`config.mk`:
```
export PLATFORM = sky130hd
export DESIGN_NAME = pcm_mm_arbiter
export DESIGN_NICKNAME = d
export VERILOG_FILES = /design/src/rtl/pcm_mm_arbiter.sv
export SDC_FILE = /design/constraint.sdc
export NUM_CORES = 1
export LEC_CHECK = 0
export ABC_AREA = 1
export CORE_AREA = 4 4 120 122
export CTS_CLUSTER_DIAMETER = 40
export DETAILED_ROUTE_END_ITERATION = 16
export DIE_AREA = 0 0 124 126
export PLACE_DENSITY = 0.89
export REMOVE_ABC_BUFFERS = 1
export SLEW_MARGIN = 5
export SYNTH_ARGS = -nofsm -noshare
export SYNTH_HDL_FRONTEND = slang
export SYNTH_SLANG_ARGS = --single-unit
export TNS_END_PERCENT = 20
```
`constraint.sdc`:
```
create_clock -name clk -period 3 [get_ports clk]
set_clock_uncertainty 0.2 [all_clocks]
set_input_delay 0.6 -clock clk [delete_from_list [all_inputs] [get_ports clk]]
set_output_delay 0.6 -clock clk [all_outputs]
set_load 0.01 [all_outputs]
```
`src/rtl/pcm_mm_arbiter.sv`:
```
// Round-robin N-port arbiter in front of the single-port PCM memory slave.
// Each grant latches one CPU transaction and runs it through ISSUE/WAIT/RESP.
module pcm_mm_arbiter #(
    parameter int NUM_PORTS  = 4,
    parameter int ADDR_W     = 20,
    parameter int DATA_W     = 16,
    parameter int MEM_ADDR_W = 11,
    parameter int RD_LAT     = 1
) (
    input  logic                          clk,
    input  logic                          reset,
    input  logic [NUM_PORTS-1:0]          cpu_req,
    input  logic [NUM_PORTS-1:0]          cpu_write,
    input  logic [NUM_PORTS*ADDR_W-1:0]   cpu_addr,
    input  logic [NUM_PORTS*DATA_W-1:0]   cpu_wdata,
    output logic [NUM_PORTS-1:0]          cpu_ready,
    output logic [NUM_PORTS-1:0]          cpu_err,
    output logic [NUM_PORTS*DATA_W-1:0]   cpu_rdata,
    output logic                          busy,
    output logic [$clog2(NUM_PORTS)-1:0]  grant_id,
    output logic [MEM_ADDR_W-1:0]         pcm_mem_mm_address,
    output logic                          pcm_mem_mm_chipselect,
    output logic                          pcm_mem_mm_clken,
    output logic                          pcm_mem_mm_write,
    input  logic [DATA_W-1:0]             pcm_mem_mm_readdata,
    output logic [DATA_W-1:0]             pcm_mem_mm_writedata,
    output logic [DATA_W/8-1:0]           pcm_mem_mm_byteenable
);
    localparam int ID_W  = $clog2(NUM_PORTS);
    localparam int CNT_W = 3;

    typedef enum logic [1:0] {IDLE, ISSUE, WAIT, RESP} state_t;

    state_t            state, state_nx;
    logic [ID_W-1:0]   last_grant;
    logic              write_p0;
    logic              err_p0;
    logic [CNT_W-1:0]  cnt;

    logic              found;
    logic [ID_W-1:0]   sel;
    logic [ID_W-1:0]   idx;
    logic              sel_write;
    logic [ADDR_W-1:0] sel_addr;
    logic [DATA_W-1:0] sel_wdata;
    logic              sel_oor;
    logic [ID_W-1:0]   resp_id;
    logic              resp_err;

    assign pcm_mem_mm_clken      = 1'b1;
    assign pcm_mem_mm_byteenable = '1;

    // First requester strictly after the last served port, wrapping around.
    always_comb begin
        found = 1'b0;
        sel   = last_grant;
        idx   = '0;
        for (int k = 1; k <= NUM_PORTS; k++) begin
            idx = ID_W'((int'(last_grant) + k) % NUM_PORTS);
            if (!found && cpu_req[idx]) begin
                found = 1'b1;
                sel   = idx;
            end
        end
    end

    assign sel_write = cpu_write[sel];
    assign sel_addr  = cpu_addr[sel*ADDR_W +: ADDR_W];
    assign sel_wdata = cpu_wdata[sel*DATA_W +: DATA_W];

    if (MEM_ADDR_W < ADDR_W) begin : g_oor
        assign sel_oor = |sel_addr[ADDR_W-1:MEM_ADDR_W];
    end else begin : g_no_oor
        assign sel_oor = 1'b0;
    end

    // Error responses leave IDLE straight for RESP, before grant_id is loaded.
    assign resp_id  = (state == IDLE) ? sel : grant_id;
    assign resp_err = (state == IDLE) ? sel_oor : err_p0;

    always_comb begin
        state_nx = state;
        case (state)
            IDLE:    if (found) state_nx = sel_oor ? RESP : ISSUE;
            ISSUE:   state_nx = write_p0 ? RESP : WAIT;
            WAIT:    if (cnt == CNT_W'(RD_LAT)) state_nx = RESP;
            RESP:    state_nx = IDLE;
            default: state_nx = IDLE;
        endcase
    end

    always_ff @(posedge clk) begin
        if (reset) begin
            state                 <= IDLE;
            last_grant            <= ID_W'(NUM_PORTS - 1);
            grant_id              <= '0;
            write_p0              <= 1'b0;
            err_p0                <= 1'b0;
            cnt                   <= '0;
            cpu_ready             <= '0;
            cpu_err               <= '0;
            cpu_rdata             <= '0;
            busy                  <= 1'b0;
            pcm_mem_mm_chipselect <= 1'b0;
            pcm_mem_mm_write      <= 1'b0;
            pcm_mem_mm_address    <= '0;
            pcm_mem_mm_writedata  <= '0;
        end else begin
            state                 <= state_nx;
            busy                  <= (state_nx != IDLE);
            pcm_mem_mm_chipselect <= (state_nx == ISSUE);
            pcm_mem_mm_write      <= (state_nx == ISSUE) && sel_write;
            cpu_ready             <= '0;
            cpu_err               <= '0;

            if (state == IDLE && found) begin
                grant_id             <= sel;
                write_p0             <= sel_write;
                err_p0               <= sel_oor;
                pcm_mem_mm_address   <= sel_addr[MEM_ADDR_W-1:0];
                pcm_mem_mm_writedata <= sel_wdata;
            end

            // Count starts at 1 in the first WAIT cycle; capture on the last.
            if (state == ISSUE) begin
                cnt <= CNT_W'(1);
            end else if (state == WAIT) begin
                cnt <= cnt + 1'b1;
            end

            if (state == WAIT && cnt == CNT_W'(RD_LAT)) begin
                cpu_rdata[grant_id*DATA_W +: DATA_W] <= pcm_mem_mm_readdata;
            end

            if (state_nx == RESP) begin
                cpu_ready <= NUM_PORTS'(1) << resp_id;
                cpu_err   <= resp_err ? (NUM_PORTS'(1) << resp_id) : '0;
            end

            if (state == RESP) begin
                last_grant <= grant_id;
            end
        end
    end
endmodule

```
Yosys cells after proc, flatten, opt, wreduce, memory -nomap -nowiden
Index checks and enable logic that the tools add are counted.
{"block": "word_totals", "regBits": 113, "latchBits": 0, "ram_bits": 0, "romBits": 0, "inputBits": 170, "output_inout_bits": 107, "word_cells": 84, "memories": 0}
{"block": "classes", "n_addsub": 6, "n_mul": 1, "div_mod_pow": 0, "n_lt_le_gt_ge": 5, "eq_ne": 6, "n_shift": 5, "n_mux": 28, "bitwise_logic": 2, "reduce_logical": 16}
{"cell": "80-bit by 8-bit variable part select with 20-bit output", "count": 1}
{"cell": "64-bit bitwise mux", "count": 1}
{"cell": "16-bit by 34-bit variable shift with 64-bit output (first input constant)", "count": 1}
{"cell": "16-bit by 34-bit variable part select with 64-bit output", "count": 1}
{"cell": "64-bit by 7-bit variable part select with 16-bit output", "count": 1}
{"cell": "6-bit negator with 34-bit output", "count": 1}
{"cell": "2-bit 2-to-1 mux", "count": 8}
{"cell": "2-bit by 3-bit < comparator with 1-bit output (second input constant)", "count": 5}
{"cell": "1-bit 2-to-1 mux", "count": 13}
{"cell": "1-bit binary-select mux with 2-bit select", "count": 5}
{"cell": "9-bit OR reduction", "count": 1}
{"cell": "2-bit case mux with 4 select lines", "count": 1}
{"cell": "2-bit == test (second input constant)", "count": 3}
{"cell": "1-bit logical AND", "count": 6}
{"cell": "2-bit by 3-bit multiplier with 5-bit output (second input constant)", "count": 1}
{"cell": "2-bit by 1-bit adder with 2-bit output (second input constant)", "count": 2}
{"cell": "2-bit adder (second input constant)", "count": 2}
{"cell": "2-bit by 1-bit == test with 1-bit output (second input constant)", "count": 2}
{"cell": "2-bit nonzero test", "count": 2}
{"cell": "2-bit OR reduction", "count": 2}
{"cell": "1-bit by 2-bit left shift with 4-bit output (first input constant)", "count": 1}
{"cell": "3-bit by 1-bit adder with 3-bit output (second input constant)", "count": 1}
{"cell": "3-bit by 1-bit == test with 1-bit output (second input constant)", "count": 1}
{"cell": "1-bit logical NOT", "count": 3}
{"cell": "3 further kinds", "count": 4}

Longest topological paths before layout
{"block": "depth", "ltp_word": 22, "ltp_mapped": 17, "mapped_depth_nobuf": 16}

Worst setup path before layout
OpenSTA, ideal clock, no wires.
{"block": "synth_path", "kind": "register to register", "start": "register grant_id[0]", "end": "register cpu_rdata[32]", "setup_time_ps": 70, "t_arrival_ps": 1821, "t_required_ps": 2730, "setup_slack_ps": 909, "path_stages_with_launch": 10, "n_path_buf": 1, "path_cell_list": "dfxtp_1 > inv_1 > ha_1 > inv_1 > nor2_1 > inv_1 > nor2_1 > clkbuf_1 > nand4_1 > a21oi_1"}
{"block": "synth_via", "elab_chain_len": 3, "elab_cells_between_ends": 4}
{"element": "from (decl)", "line_no": "20", "rtl": "output logic [$clog2(NUM_PORTS)-1:0] grant_id,"}
{"element": "from (signal assigned)", "line_no": "117", "rtl": "grant_id <= sel;"}
{"element": "6-bit negator with 34-bit output *", "line_no": "132", "rtl": "cpu_rdata[grant_id*DATA_W +: DATA_W] <= pcm_mem_mm_readdata;"}
{"element": "16-bit by 34-bit variable part select with 64-bit output or 16-bit by 34-bit variable shift with 64-bit output (tied branches)", "line_no": "132"}
{"element": "64-bit bitwise mux *", "line_no": "132"}
{"element": "to (signal, indexed assignment)", "line_no": "132"}
{"element": "to (decl)", "line_no": "18", "rtl": "output logic [NUM_PORTS*DATA_W-1:0] cpu_rdata,"}
Every way passes the cells marked *; elsewhere a longest branch is shown, timed or not.
A chain may end at the register's enable or synchronous reset.

Worst setup path after layout
{"block": "layout_path", "start": "register last_grant[0]", "end": "register pcm_mem_mm_write"}
{"block": "layout_via", "elab_chain_len": 21, "elab_cells_between_ends": 36}
{"element": "from (decl)", "line_no": "35", "rtl": "logic [ID_W-1:0] last_grant;"}
{"element": "from (signal assigned)", "line_no": "95", "rtl": "last_grant <= ID_W'(NUM_PORTS - 1);"}
{"element": "from (signal assigned)", "line_no": "141", "rtl": "last_grant <= grant_id;"}
{"element": "2-bit by 1-bit adder with 2-bit output", "line_no": "59", "rtl": "idx = ID_W'((int'(last_grant) + k) % NUM_PORTS);"}
{"element": "1-bit binary-select mux with 2-bit select", "line_no": "60", "rtl": "if (!found && cpu_req[idx]) begin"}
{"element": "1-bit 2-to-1 mux (not written as such)", "line_no": "60"}
{"element": "1-bit 2-to-1 mux", "line_no": "60"}
{"element": "1-bit logical NOT", "line_no": "60"}
{"element": "1-bit logical AND", "line_no": "60"}
{"element": "1-bit 2-to-1 mux", "line_no": "60"}
{"element": "1-bit logical NOT", "line_no": "60"}
{"element": "[... 4 more ...]"}
{"element": "2-bit 2-to-1 mux", "line_no": "60"}
{"element": "2-bit by 3-bit multiplier with 5-bit output", "line_no": "68", "rtl": "assign sel_addr = cpu_addr[sel*ADDR_W +: ADDR_W];"}
{"element": "80-bit by 8-bit variable part select with 20-bit output", "line_no": "68"}
{"element": "9-bit OR reduction", "line_no": "72", "rtl": "assign sel_oor = |sel_addr[ADDR_W-1:MEM_ADDR_W];"}
{"element": "2-bit 2-to-1 mux (2 in series)", "line_no": "84", "rtl": "IDLE: if (found) state_nx = sel_oor ? RESP : ISSUE;"}
{"element": "2-bit case mux with 4 select lines", "line_no": "83", "rtl": "case (state)"}
{"element": "2-bit by 1-bit == test with 1-bit output", "line_no": "112", "rtl": "pcm_mem_mm_write <= (state_nx == ISSUE) && sel_write;"}
{"element": "1-bit logical AND *", "line_no": "112"}
{"element": "to (signal assigned)", "line_no": "112"}
{"element": "to (decl)", "line_no": "24", "rtl": "output logic pcm_mem_mm_write,"}
Every way passes the cells marked *; elsewhere a longest branch is shown, timed or not. The select of a mux whose other input is x is not followed.

==> results.txt <==
Registers are responsible for 23.5% of the overall power. The launch point of the critical path is last_grant[0]$_SDFFE_PP1N_. CTS built an H-tree with a depth of 4. The worst setup path is captured at a register.

The achievable clock frequency came out at 0.3763 GHz. The count of endpoints failing hold in the final timing report came to 0. The power per cell area is 872.1 nW/um^2. The area growth from synthesis to layout came out at 57.09%.

At the later pin of the worst-skew pair, clock insertion delay measures 410 ps. The worst hold path belongs to the class reg2reg. Global routing consumed, over all layers together, around a quarter of the routing resources. In the finished design, the share of the clock period the worst path needs comes to 88.59%. The via-per-instance ratio is around 5.1.

The critical path is of the reg2reg type. The number of synthesized flops with an enable pin is 0. The fraction of power spent switching nets is 43.65%.

The number of global-route vias before repair is 6488. The CTS tree is built. The net count of the finished layout is between 1000 and 1500. The area of the multi-input gates came out at 3068 um^2. dfxtp_1 takes more of the synthesized area than any other cell. The number of warning messages in the yosys log is 0. Following the worst setup path forward leads to its endpoint at pcm_mem_mm_write$_SDFF_PP0_. The flow ran to the end, and the final reports show no timing, DRC or antenna violations. The leakage power of the design is 4.006 nW. Among all flip-flop cells after synthesis, the most frequent one is dfxtp_1. The area taken by flip-flops and latches is 2262 um^2. For the pin with the worst max-slew slack, the measured transition is 657.0 ps. Setup total negative slack on the finished layout was measured at 0 ps.

The required time at the endpoint of the critical path came out at 3140 ps. The number of antenna violations at the first check in global routing is 0. The final core utilization came out at 70.50%.

The CTS buffer count came out at 17. The sequential cell area fraction in the yosys report came out at 38.22%. The final total power came out at 0.008110 W. The largest net degree at the start of global routing came out at 58. Setup repair after global routing left no endpoint under its margin. The area share of the largest cell type after synthesis came out at 38.22%. The full die area came out at 15620 um^2. The buffers inserted during post-CTS setup optimization is 0. At the end of routability-driven placement, the weighted congestion stood at 0.8394. The synthesized netlist occupies a cell area of between 5000 and 6000 um^2.

Leaving out filler cells and counting taps, the final layout contains 1312. The depth of the worst register-to-register path came out at 16. The worst register-to-register path ends at pcm_mem_mm_write$_SDFF_PP0_.

The hold buffer count at cts is 0. The sink count of the clock tree came out at 113. The number of standard-cell rows in the floorplan came out at 42. After synthesis the netlist holds a flip-flop and latch count of 113. The clock transition at the registers of the reported paths came out at 60 ps. Of all flip-flops after synthesis, the portion carrying an async set or reset was 0%. The width of the die came out at between 100 and 150 um.

The post-synthesis instance total is 864. The highest ir drop seen on vdd came out at 0.0005798 V. The routed length per placed instance came out at 15.78 um. Yosys attributes the largest share of cell area to dfxtp_1 38%, nand2_1 17%, a21oi_1 6.3%, nand3_1 5.1%, nand2_2 4.5%. The time the worst path needs with I/O delays and setup came out at around 2700 ps.

The core footprint came out at 13190 um^2. The deepest clock path buffer count is 2. The total wire length came out at a little over 20 mm. The first-pass GRT wire length is 31.98 mm. The worst path arrival time came out at 2800 ps. The relative slew slack is 56.09%. The average cell area after synthesis came out at around 7 um^2. The routed layout has 6648 vias. In this run, the number of DRC markers left after iteration 0 of detailed routing was approximately 410. For this configuration, the core starts out at a cell density of about 45%. During placement, the flow inserted port buffers numbering 273. Before antenna repair, the detailed router went through 5 iterations. The largest fanout on the critical path is 20. The part of the power in the clock network came out at 24.1%. The final global-route overflow total came out at 0. The post-DP HPWL is between 15 and 20 mm. The post-placement cell count is 1280. Cells with a size suffix above 1 make up about 9.7% of the layout.

The max-slew violation count came out at 0. The fraction of power consumed by combinational cells came out at 52.4%. Fill cells in the final layout number 1062. The floorplan step set the die height to 126 um.

The setup check on the worst reg-to-reg path leaves a slack of about 340 ps. During I/O placement, the number of pins put on the boundary was around 280. In this run the clock root is driven by a clkbuf_16. The analysis attributes to net switching a power of between 0.003 and 0.004 W. The count of final setup violators is 0. The count of antenna-violating nets left after detailed routing came out at 0.

The number of antenna repair diodes came out at 0. The DRC violation count after routing is 0. The tool flagged a number of max-cap violations equal to 0. The post-synthesis cell type count is 34. The worst setup path is launched from a register. The post-cts resize count came out at 0. The internal power of the cells totals around 0.0046 W. The source of the worst register-to-register timing path is last_grant[0]$_SDFFE_PP1N_.
-- logic make-up (layout without fill, tap and decap cells) --
group | Yosys count | count (layout) | share of synthesized area [%]
adder cells (fa/ha/maj) | 12 | 12 | 2.536
buffers and inverters | 119 | 389 | 10.08
AND/OR/NAND/NOR | 492 | 492 | 37.07
other | 1 | 3 | 0.06335
flip-flops | 113 | 113 | 38.22
AO/OA/AOI/OAI | 127 | 127 | 12.03
-- routing by layer --
metal	GRT usage (%)	share of wire (%)	routed length (um)	vias to the layer above
met1	29.00	39	7986	3009
met3	8.475	11	2238	29
met5	0	0	0	-
met2	44.42	49	10080	270
li1	-	-	-	3340
met4	8.312	1.9	399	0
-- area by class of cell --
cell class              count  area share [%]
clock buffers              17           4.575
well taps                 176           2.368
clock inverters            15           1.601
multi-input cells         634           32.99
flip-flops and latches    113           24.33
inverters                  63           2.570
repair buffers            294           31.57
-- through the flow --
step | instance area [um^2] | hold slack (ps) | worst slack (ps)
floorplan | 5569 | 256.8 | -260.6
global placement | 8725 | 251.3 | 160.7
detailed placement | 8725 | 254.9 | 54.17
CTS | 9299 | 261.1 | 338.7
global route | 9299 | 281.3 | 70.27
finish | 9299 | 263.9 | 342.4
-- flip-flops by register name, summed over array words and instances, names as in the netlist --
signal,count
err_p0,1
state,2
cpu_ready,4
pcm_mem_mm_address,11
pcm_mem_mm_chipselect,1
busy,1
cnt,3
pcm_mem_mm_write,1
write_p0,1
last_grant,2
cpu_err,4
cpu_rdata,64
grant_id,2
pcm_mem_mm_writedata,16
-- synth_stat cells, types with 18 or more instances --
| library cell | n |
|---|---|
| a21oi_1 | 74 |
| clkbuf_1 | 28 |
| dfxtp_1 | 113 |
| inv_1 | 56 |
| nand2_1 | 266 |
| nand2_2 | 43 |
| nand3_1 | 60 |
| nand4_1 | 29 |
| nor2_1 | 62 |
| o211ai_1 | 28 |
| o21ai_0 | 18 |
-- power by group through the flow --
stage / Combinational (W) / Clock, W / Sequential, W
2_1_floorplan: 0.00235 / 0 / 0.00206
3_3_place_gp: 0.00417 / 0 / 0.00193
3_5_place_dp: 0.00425 / 0 / 0.00193
4_1_cts: 0.00426 / 0.00198 / 0.00190
5_1_grt: 0.00473 / 0.00205 / 0.00193
6_report: 0.00425 / 0.00196 / 0.00190
-- worst min-delay path by stage --
stage	start	endpoint	slack [ps]	depth (start not counted)
floorplan	cnt[0]$_SDFFE_PP0P_	cnt[0]$_SDFFE_PP0P_	260	1
detailed placement	cpu_rdata[10]$_SDFFE_PP0P_	cpu_rdata[10]$_SDFFE_PP0P_	250	2
finish	cpu_rdata[52]$_SDFFE_PP0P_	cpu_rdata[52]$_SDFFE_PP0P_	260	2
global route	cpu_rdata[63]$_SDFFE_PP0P_	cpu_rdata[63]$_SDFFE_PP0P_	280	2
global placement	cpu_rdata[35]$_SDFFE_PP0P_	cpu_rdata[35]$_SDFFE_PP0P_	250	2
CTS	reset	state[0]$_SDFF_PP0_	260	2
-- cell usage in the layout (no fill, tap or decap), types with 5 or more instances in the layout --
master and count:
nor3_1 10, clkdlybuf4s50_1 272, nor2_1 62, clkbuf_16 17, a21oi_1 74, o211ai_1 28, nand2_2 43, inv_1 56
nand4_1 29, o21ai_0 18, nand2_1 266, nor4_1 8, dfxtp_1 113, buf_4 17, inv_2 5, ha_1 12
inv_6 6, clkinv_4 5, nand3_1 60
-- critical path, stage by stage, from the launching register on --
cell	delay [ps]
dfxtp_1	580
inv_2	180
nand2_1	110
nand2_2	80
nand2_2	110
nand2_4	80
inv_4	70
nand3_2	70
nand3_2	90
nand2_2	100
inv_2	300
nand3_1	150
nand3_1	120
nand2_2	90
nand2_1	100
nand2_1	70
nor2_1	90
Note: power is estimated with default switching activity, not from simulation.
